## config.mk

```make
export PLATFORM = sky130hd
export DESIGN_NAME = word_packer
export DESIGN_NICKNAME = d
export VERILOG_FILES = /design/src/rtl/word_packer.sv
export SDC_FILE = /design/constraint.sdc
export NUM_CORES = 1
export LEC_CHECK = 0
export CORE_UTILIZATION = 45
export CTS_CLUSTER_SIZE = 14
export DETAILED_ROUTE_END_ITERATION = 12
export PLACE_DENSITY = 0.7
export SYNTH_ARGS = -nofsm -noshare
export SYNTH_HDL_FRONTEND = slang
export SYNTH_SLANG_ARGS = --single-unit
```

## constraint.sdc

```tcl
create_clock -name clock -period 3.25 [get_ports clock]
set_clock_uncertainty 0.1 [all_clocks]
set_input_delay 0.325 -clock clock [delete_from_list [all_inputs] [get_ports clock]]
set_output_delay 0.325 -clock clock [all_outputs]
set_load 0.03 [all_outputs]
```

## src/rtl/word_packer.sv

```systemverilog
// word_packer: packs RATIO consecutive DATA_W-bit words into one wide word.
//   clock/reset        : 1x datapath clock, synchronous active-high reset
//   in_valid/in_ready  : input handshake; in_data is one word, in_last ends a burst
//   out_valid/out_ready: output handshake; out_data packs slot k at [k*DATA_W +: DATA_W]
//   out_count/out_last : number of valid slots (1..RATIO) and burst-end flag
module word_packer #(
    parameter int DATA_W = 16,
    parameter int RATIO  = 5,
    parameter int CNT_W  = $clog2(RATIO + 1)
) (
    input  logic                      clock,
    input  logic                      reset,
    input  logic                      in_valid,
    output logic                      in_ready,
    input  logic [DATA_W-1:0]         in_data,
    input  logic                      in_last,
    output logic                      out_valid,
    input  logic                      out_ready,
    output logic [RATIO*DATA_W-1:0]   out_data,
    output logic [CNT_W-1:0]          out_count,
    output logic                      out_last
);
    logic [CNT_W-1:0]        idx_q, idx_d, pcnt_q, pcnt_d, ocnt_q, ocnt_d;
    logic [RATIO*DATA_W-1:0] fill_q, fill_d, fill_w, odata_q, odata_d;
    logic                    pend_q, pend_d, plast_q, plast_d, ovalid_q, ovalid_d, olast_q, olast_d;
    logic                    accept, close, free, load;

    assign in_ready  = ~pend_q & ~reset;
    assign out_valid = ovalid_q;
    assign out_data  = odata_q;
    assign out_count = ocnt_q;
    assign out_last  = olast_q;

    always_comb begin
        accept = in_valid & in_ready;
        fill_w = fill_q;
        if (accept) fill_w[idx_q*DATA_W +: DATA_W] = in_data;
        close = accept & ((idx_q == CNT_W'(RATIO - 1)) | in_last);
        free  = ~ovalid_q | out_ready;
        // a parked word has priority; in_ready is low while it waits
        load  = pend_q ? free : (close & free);
        idx_d    = idx_q;
        fill_d   = fill_q;
        pend_d   = pend_q;
        pcnt_d   = pcnt_q;
        plast_d  = plast_q;
        ovalid_d = ovalid_q & ~out_ready;
        odata_d  = odata_q;
        ocnt_d   = ocnt_q;
        olast_d  = olast_q;
        if (load) begin
            ovalid_d = 1'b1;
            odata_d  = pend_q ? fill_q : fill_w;
            ocnt_d   = pend_q ? pcnt_q : idx_q + CNT_W'(1);
            olast_d  = pend_q ? plast_q : in_last;
            fill_d   = '0;
            idx_d    = '0;
            pend_d   = 1'b0;
        end else if (close) begin
            // output busy: park the closed word in the fill register
            pend_d  = 1'b1;
            fill_d  = fill_w;
            pcnt_d  = idx_q + CNT_W'(1);
            plast_d = in_last;
            idx_d   = '0;
        end else if (accept) begin
            fill_d = fill_w;
            idx_d  = idx_q + CNT_W'(1);
        end
    end

    always_ff @(posedge clock) begin
        if (reset) begin
            idx_q    <= '0;
            fill_q   <= '0;
            pend_q   <= 1'b0;
            pcnt_q   <= '0;
            plast_q  <= 1'b0;
            ovalid_q <= 1'b0;
            odata_q  <= '0;
            ocnt_q   <= '0;
            olast_q  <= 1'b0;
        end else begin
            idx_q    <= idx_d;
            fill_q   <= fill_d;
            pend_q   <= pend_d;
            pcnt_q   <= pcnt_d;
            plast_q  <= plast_d;
            ovalid_q <= ovalid_d;
            odata_q  <= odata_d;
            ocnt_q   <= ocnt_d;
            olast_q  <= olast_d;
        end
    end
endmodule
```

==> impl_table.tex, run 1 <==
\begin{tabular}{lr}
\hline
Metric & Value \\
\hline
\multicolumn{2}{l}{\textbf{Die}} \\
\quad Die area & 0.0140 mm\^{}2 \\
\quad Chip width & 118 um \\
\quad Area inside the core boundary & 0.0132 mm\^{}2 \\
\quad Effective utilization at floorplan & 46.0\% \\
\quad Number of primary I/O pins & 107 \\
\quad Die boundary height & 118 um \\
\quad \# rows & 42 \\
\multicolumn{2}{l}{\textbf{Synth}} \\
\quad Gate count after technology mapping & 549 \\
\quad Main synth FF type & dfxtp\_1 \\
\quad Fraction of synthesized cell area taken by the top area cell type & 56.9\% \\
\quad Post-synth cell types & 38 \\
\quad Library cell with the largest summed area after synthesis & dfxtp\_1 \\
\quad Share of the yosys chip area belonging to registers & 56.9\% \\
\quad Async S/R FF share, synth & 0\% \\
\quad Number of enable-type register cells in the synthesized netlist & 0 \\
\quad Warnings, synthesis & 0 \\
\quad Number of nets produced by synthesis & 575 \\
\quad Ranking of synthesized cells by area & dfxtp\_1, mux2i\_1, o2bb2ai\_1 \\
\quad Netlist area before placement & 0.00609 mm\^{}2 \\
\quad Total of flip-flops plus latches after synthesis & 173 \\
\quad Avg Cell Area, Syn & 11.1 um\^{}2 \\
\multicolumn{2}{l}{\textbf{Finish}} \\
\quad Final Instance Count excl. Fillers & 835 \\
\quad Final core utilization & 59.7\% \\
\quad Post-layout nets & 673 \\
\quad Area delta synth->final & 29.9\% \\
\quad Diodes inserted & 0 \\
\quad Share of cells above drive strength 1 & 7.28\% \\
\multicolumn{2}{l}{\textbf{Clocking}} \\
\quad Setup bufs post-CTS & 0 \\
\quad Clock Tree Root & clkbuf\_16 \\
\quad Clock insertion delay at the later pin of the skew report & 0.42 ns \\
\quad Number of buffers created by CTS & 17 \\
\quad Number of gates given a new drive strength after cts & 0 \\
\quad Clock sink count & 173 \\
\quad Clock transition time at the flip-flop clock pins of the worst setup and hold paths & 0.06 ns \\
\quad H-Tree Depth & 4 \\
\quad Clock tree from TritonCTS & yes \\
\quad Clock Tree Buf Depth & 2 \\
\quad Post-cts hold buffer count & 0 \\
\multicolumn{2}{l}{\textbf{STA}} \\
\quad Slew headroom & 30.0\% \\
\quad Top achievable clock speed & 384 MHz \\
\quad Worst Max-Slew Pin Slew & 1.04 ns \\
\quad Fin Setup TNS & 0 ns \\
\quad Pins Over Slew Limit & 0 \\
\quad Fraction of the cycle the final worst path needs & 80.2\% \\
\quad Worst hold slack after final layout & 0.361 ns \\
\quad Minimum clock period & 2.61 ns \\
\quad Unrepaired setup endpoints after global routing & false \\
\quad Final hold vios & 0 \\
\quad Post-route setup slack & 0.644 ns \\
\quad Final setup violating endpoints & 0 \\
\multicolumn{2}{l}{\textbf{Place}} \\
\quad Post-detailed-placement half-perimeter wirelength & 9710 um \\
\quad Placed cell count & 804 \\
\quad Global placement routability congestion & 0.772 \\
\quad Setup Slack @ Placement & 0.506 ns \\
\quad Port bufs & 106 \\
\multicolumn{2}{l}{\textbf{Global routing}} \\
\quad Total congestion overflow after global routing & 0 \\
\quad First-pass GRT wire length & 23900 um \\
\quad Largest net degree at the start of global routing & 67 \\
\quad Vias in the first global route & 4468 \\
\quad Overall global routing resource usage & 22.4\% \\
\quad Number of antenna violations at the first check in global routing & 0 \\
\multicolumn{2}{l}{\textbf{Pwr}} \\
\quad Switching part of the total power & 21.8\% \\
\quad Total internal power & 0.00343 W \\
\quad Maximum vdd ir drop & 316 uV \\
\quad Sequential cell fraction of total power & 49.0\% \\
\quad NetSw & 0.000955 W \\
\quad Leakage power & 2.85 nW \\
\quad Relative contribution of the clock network to total power & 45.1\% \\
\quad Total power divided by cell area & 554 mW/mm\^{}2 \\
\quad Combinational Power Share & 5.9\% \\
\multicolumn{2}{l}{\textbf{Setup path}} \\
\quad Buffering stage count on the worst path with inverters included & 1 \\
\quad Worst path required time & 3.51 ns \\
\quad Worst reg2reg path endpoint & out\_data[76] \\
\quad Startpoint of the worst-slack reg-to-reg timing path & idx\_q[0] \\
\quad Logic depth of the worst setup path including buffers & 5 \\
\quad Number of cells traversed by the worst register-to-register path & 5 \\
\quad CP max stage cell & nor3\_1 \\
\quad CP Launch Type & flop \\
\quad Capture point of the critical path & out\_data[76] \\
\quad Max Fanout on Critical Path & 10 \\
\quad Gate family responsible for the most delay along the worst path & simple AND/OR/NAND/NOR gates \\
\quad Endpoint type of the worst setup path & flop \\
\quad Startpoint of the worst setup timing path & idx\_q[0] \\
\quad Worst-case register-to-register setup slack & 0.64 ns \\
\quad Worst Setup Path Type & flop to flop \\
\quad Slowest Stage Delay on Critical Path & 0.89 ns \\
\quad Cell breakdown of the critical path & inv\_1 -> ha\_1 -> nor3\_1 -> and3\_1 -> a221o\_1 \\
\quad Arrival time at the worst endpoint & 2.86 ns \\
\multicolumn{2}{l}{\textbf{Detailed routing}} \\
\quad Number of antenna-violating nets in the routed design & 0 \\
\quad Post-detailed-routing wire length & 15300 um \\
\quad DRT Pass-1 Iters & 4 \\
\quad Routed wl met2 & 6960 um \\
\quad Average detailed-routed wire length per instance & 18.3 um \\
\quad Detailed-routing wirelength on met1 & 7190 um \\
\quad Detailed-route DRC error count & 0 \\
\quad Iter 0 DRT Violations & 279 \\
\quad Routed length on met3 & 701 um \\
\quad Average via count per standard cell & 5.43 \\
\quad Uppermost metal layer occupied by signal nets & met4 \\
\quad Vias & 4538 \\
\multicolumn{2}{l}{\textbf{Run status}} \\
\quad Result of the run & finished, final reports clean \\
\multicolumn{2}{l}{\textbf{Flow run}} \\
\quad Total of max-cap violations & 0 \\
\multicolumn{2}{l}{\textbf{Min path}} \\
\quad Class of the tightest hold or removal check & flop to flop \\
\hline
\end{tabular}
[metrics by stage]
| stage | total power (W) | area [um^2] |
|---|---|---|
| 6_report | 0.00438 | 7910 |
| 5_1_grt | 0.00452 | 7910 |
| 4_1_cts | 0.00441 | 7910 |
| 3_5_place_dp | 0.00245 | 7350 |
| 3_3_place_gp | 0.00245 | 7350 |
| 2_1_floorplan | 0.00234 | 6090 |
[registers in the layout (all words and copies together), names as in the netlist]
register,count
fill_q,80
out_data,80
idx_q,3
out_count,3
pcnt_q,3
out_last,1
out_valid,1
pend_q,1
plast_q,1
[power by group through the flow]
stage          sequential, W  clock (W)  combinational [W]
3_3_place_gp         0.00219          0           0.000253
2_1_floorplan        0.00221          0           0.000125
6_report             0.00215    0.00198           0.000258
5_1_grt              0.00215    0.00210           0.000273
4_1_cts              0.00215    0.00201           0.000258
3_5_place_dp         0.00220          0           0.000257
[final cells by class]
cell class	count	area [um^2]
clock inverters	8	118
flip-flops and latches	173	3460
multi-input cells	330	2440
well taps	176	220
fillers	1142	5330
inverters	4	15.0
repair buffers	121	1210
clock buffers	23	448
[Yosys cell counts (2+ instances only)]
master,n
a211oi_1,2
a21oi_1,6
a221o_1,9
a22o_1,2
a32oi_1,18
and2_1,9
and3_1,10
buf_1,7
buf_2,2
buf_6,3
clkbuf_1,29
dfxtp_1,173
ha_1,5
inv_1,4
mux2i_1,66
nand2_1,5
nand2b_1,3
nand3_1,2
nand4_1,2
nor2_1,90
nor2b_1,8
nor3_1,3
nor4_4,2
o21ai_0,3
o2bb2ai_1,73
[worst register-to-register path: cells and delay by family, from the launching register on]
kind	cells	cell delay (ns)
AND/OR/NAND/NOR	2	1.38
buffers and inverters	1	0.09
AO/OA/AOI/OAI	1	0.22
flip-flops	1	0.32
adder cells (fa/ha/maj)	1	0.44
[routing by layer]
| layer | global-route usage (%) | up-vias |
|---|---|---|
| li1 | - | 2187 |
| met1 | 29.1 | 2196 |
| met2 | 35.3 | 128 |
| met3 | 5.12 | 27 |
| met4 | 10.7 | 0 |
| met5 | 0 | - |
[worst min path at each step]
stage	start	end	slack, ns	cells after the start
6_report	out_data[6]	out_data[6]	0.36	1
4_1_cts	out_count[1]	out_count[1]	0.36	1
3_3_place_gp	out_last	out_last	0.35	1
2_1_floorplan	fill_q[66]	fill_q[66]	0.35	2
5_1_grt	out_data[1]	out_data[1]	0.38	1
3_5_place_dp	out_data[10]	out_data[10]	0.35	1
[kinds of logic (layout without fill, tap and decap cells)]
| kind of cell | count (synthesis) | in the layout | share of synthesized area, % |
|---|---|---|---|
| simple gates | 141 | 141 | 11.4 |
| flops | 173 | 173 | 56.9 |
| buf+inv | 46 | 156 | 3.31 |
| compound gates | 117 | 117 | 16.4 |
| mux | 66 | 66 | 10.9 |
| fa+ha+maj | 5 | 5 | 1.03 |
| xor+xnor | 1 | 1 | 0.144 |
[placed cells by master (no fill, tap or decap), types with 2 or more instances in the layout]
master           netlist  final
bufinv_16              0      3
a21oi_1                6      5
buf_12                 0      3
nand2_1                5      5
inv_1                  4      4
clkbuf_1              29      6
o2bb2ai_1             73     73
and3_1                10     10
dfxtp_1              173    173
and2_1                 9      9
nand3_1                2      2
nand2b_1               3      3
a32oi_1               18     18
clkinv_2               0      4
clkdlybuf4s50_1        0    106
o21ai_0                3      3
ha_1                   5      5
buf_4                  1     12
a211oi_1               2      2
nor2b_1                8      8
nor3_1                 3      3
nor4_4                 2      2
a221o_1                9      9
mux2i_1               66     66
clkbuf_16              0     17
a22o_1                 2      2
nand4_1                2      2
nor2_1                90     90
No activity file was read; power rests on OpenSTA's default activity.
==> run 2, diff against run 1 <==
- clock period: 3.25 -> 2.6 ns (I/O delays scaled with it)
==> run 2 against run 1 <==
Total power is 32% higher. Largest power group is now the clock network. Register-to-register slack got worse by 0.46 ns. Count of clock-buffer cells in the layout is 4 lower. Critical endpoint is now out_data[65].
==> impl_table.tex, run 2 (synthesis results as in run 1) <==
\begin{tabular}{lr}
\hline
Metric & Value \\
\hline
\multicolumn{2}{l}{\textbf{Detailed routing}} \\
\quad Post-detailed-routing wire length & 15400 um \\
\quad Average detailed-routed wire length per instance & 18.1 um \\
\quad Vias & 4572 \\
\quad DRT Pass-1 Iters & 4 \\
\quad Average via count per standard cell & 5.39 \\
\quad Number of antenna-violating nets in the routed design & 0 \\
\quad Iter 0 DRT Violations & 289 \\
\quad Detailed-route DRC error count & 0 \\
\multicolumn{2}{l}{\textbf{Place}} \\
\quad Port bufs & 106 \\
\quad Post-detailed-placement half-perimeter wirelength & 9630 um \\
\quad Setup Slack @ Placement & 0.0107 ns \\
\quad Global placement routability congestion & 0.817 \\
\multicolumn{2}{l}{\textbf{Die}} \\
\quad Number of primary I/O pins & 107 \\
\quad Die area & 0.0140 mm\^{}2 \\
\quad \# rows & 42 \\
\quad Area inside the core boundary & 0.0132 mm\^{}2 \\
\quad Chip width & 118 um \\
\quad Effective utilization at floorplan & 46.0\% \\
\quad Die boundary height & 118 um \\
\multicolumn{2}{l}{\textbf{Finish}} \\
\quad Leading cell type in the layout, fill and taps excluded & dfxtp\_1 \\
\quad Diodes inserted & 0 \\
\quad Final core utilization & 61.4\% \\
\quad Area delta synth->final & 33.6\% \\
\quad Post-layout nets & 685 \\
\quad Most frequent cells in the layout & dfxtp\_1, clkdlybuf4s50\_1, nor2\_1, o2bb2ai\_1, mux2i\_1 \\
\quad Number of inserted filler cells in the final layout & 1112 \\
\quad Share of cells above drive strength 1 & 10.1\% \\
\multicolumn{2}{l}{\textbf{Pwr}} \\
\quad Maximum vdd ir drop & 397 uV \\
\quad Total power divided by cell area & 711 mW/mm\^{}2 \\
\quad Leakage power & 2.96 nW \\
\quad Overall power of the completed layout & 0.00579 W \\
\multicolumn{2}{l}{\textbf{STA}} \\
\quad Post-route setup slack & 0.181 ns \\
\quad Slew headroom & 64.1\% \\
\quad Worst Max-Slew Pin Slew & 0.536 ns \\
\quad Fin Setup TNS & 0 ns \\
\quad Minimum clock period & 2.42 ns \\
\quad Worst hold slack after final layout & 0.359 ns \\
\quad Final hold vios & 0 \\
\quad Unrepaired setup endpoints after global routing & false \\
\quad Top achievable clock speed & 413 MHz \\
\quad Pins Over Slew Limit & 0 \\
\quad Fraction of the cycle the final worst path needs & 93.0\% \\
\quad Final setup violating endpoints & 0 \\
\multicolumn{2}{l}{\textbf{Clocking}} \\
\quad Clock Tree Root & clkbuf\_16 \\
\quad Clock transition time at the flip-flop clock pins of the worst setup and hold paths & 0.06 ns \\
\quad Number of gates given a new drive strength after cts & 0 \\
\quad Clock insertion delay at the later pin of the skew report & 0.42 ns \\
\quad H-Tree Depth & 4 \\
\quad Clock Tree Buf Depth & 2 \\
\quad Clock sink count & 173 \\
\quad Post-cts hold buffer count & 0 \\
\quad Setup bufs post-CTS & 0 \\
\quad Number of buffers created by CTS & 17 \\
\quad Clock tree from TritonCTS & yes \\
\multicolumn{2}{l}{\textbf{Setup path}} \\
\quad Arrival time at the worst endpoint & 2.62 ns \\
\quad Worst Setup Path Type & flop to flop \\
\quad CP Launch Type & flop \\
\quad Cell breakdown of the critical path & inv\_2 -> ha\_2 -> ha\_1 -> nand2b\_1 -> or4b\_4 -> buf\_4 -> mux2i\_1 -> o2bb2ai\_1 \\
\quad Endpoint type of the worst setup path & flop \\
\quad Worst path required time & 2.80 ns \\
\quad Slowest Stage Delay on Critical Path & 0.59 ns \\
\quad Max Fanout on Critical Path & 15 \\
\quad CP max stage cell & or4b\_4 \\
\multicolumn{2}{l}{\textbf{Global routing}} \\
\quad First-pass GRT wire length & 24300 um \\
\quad Vias in the first global route & 4540 \\
\quad Total congestion overflow after global routing & 0 \\
\quad Overall global routing resource usage & 22.8\% \\
\quad Largest net degree at the start of global routing & 84 \\
\quad Number of antenna violations at the first check in global routing & 0 \\
\multicolumn{2}{l}{\textbf{Run status}} \\
\quad Result of the run & finished, final reports clean \\
\multicolumn{2}{l}{\textbf{Flow run}} \\
\quad Total of max-cap violations & 0 \\
\multicolumn{2}{l}{\textbf{Min path}} \\
\quad Class of the tightest hold or removal check & flop to flop \\
\hline
\end{tabular}
[run 2: cell types whose count changed in the layout (fill, tap and decap cells not counted), sizes merged]
cell	before	now
clkbuf	23	19
buf	15	27
inv	4	5
bufinv	3	5
clkinvlp	1	3
[run 2: routing by layer]
layer  global-route usage [%]  up-vias  wire [um]
li1                         -     2211          -
met1                     29.6     2214       6990
met2                     35.6      130       7230
met3                     6.52       17        829
met4                     8.97        0        295
met5                        0        -          0
[run 2: worst paths after layout]
check / from / end / slack (ns) / cells after the start
max: idx_q[0] / out_data[65] / 0.18 / 8
min: out_data[56] / out_data[56] / 0.36 / 1
max reg2reg: idx_q[0] / out_data[65] / 0.18 / 8
min reg2reg: out_data[56] / out_data[56] / 0.36 / 1
[run 2: through the flow]
stage                     instances  area [um^2]
after floorplan                 549         6100
after global placement          816         7480
after detailed placement        816         7480
after CTS                       848         8130
after global routing            848         8130
final                           848         8130
[run 2: cell type report]
class,count,area [um^2],share of cell area [%]
flip-flops and latches,173,3460,42.6
clock inverters,13,213,2.62
well taps,176,220,2.71
clock buffers,19,443,5.45
repair buffers,133,1340,16.5
inverters,4,15.0,0.185
multi-input cells,330,2440,30.0
[run 2: power breakdown]
part	leakage (nW)	switching, W	internal (W)
Combinational	1.26	0.000213	0.000115
Clock	0.310	0.00104	0.00174
Sequential	1.39	0.00000941	0.00267
[run 2: critical path, delay by kind of cell (launching register included)]
family                   cells  cell delay, ns
flip-flops                   1            0.35
AO/OA/AOI/OAI                1            0.09
AND/OR/NAND/NOR              2            0.74
buffers and inverters        2            0.31
adder cells (fa/ha/maj)      2            0.50
multiplexers                 1            0.22
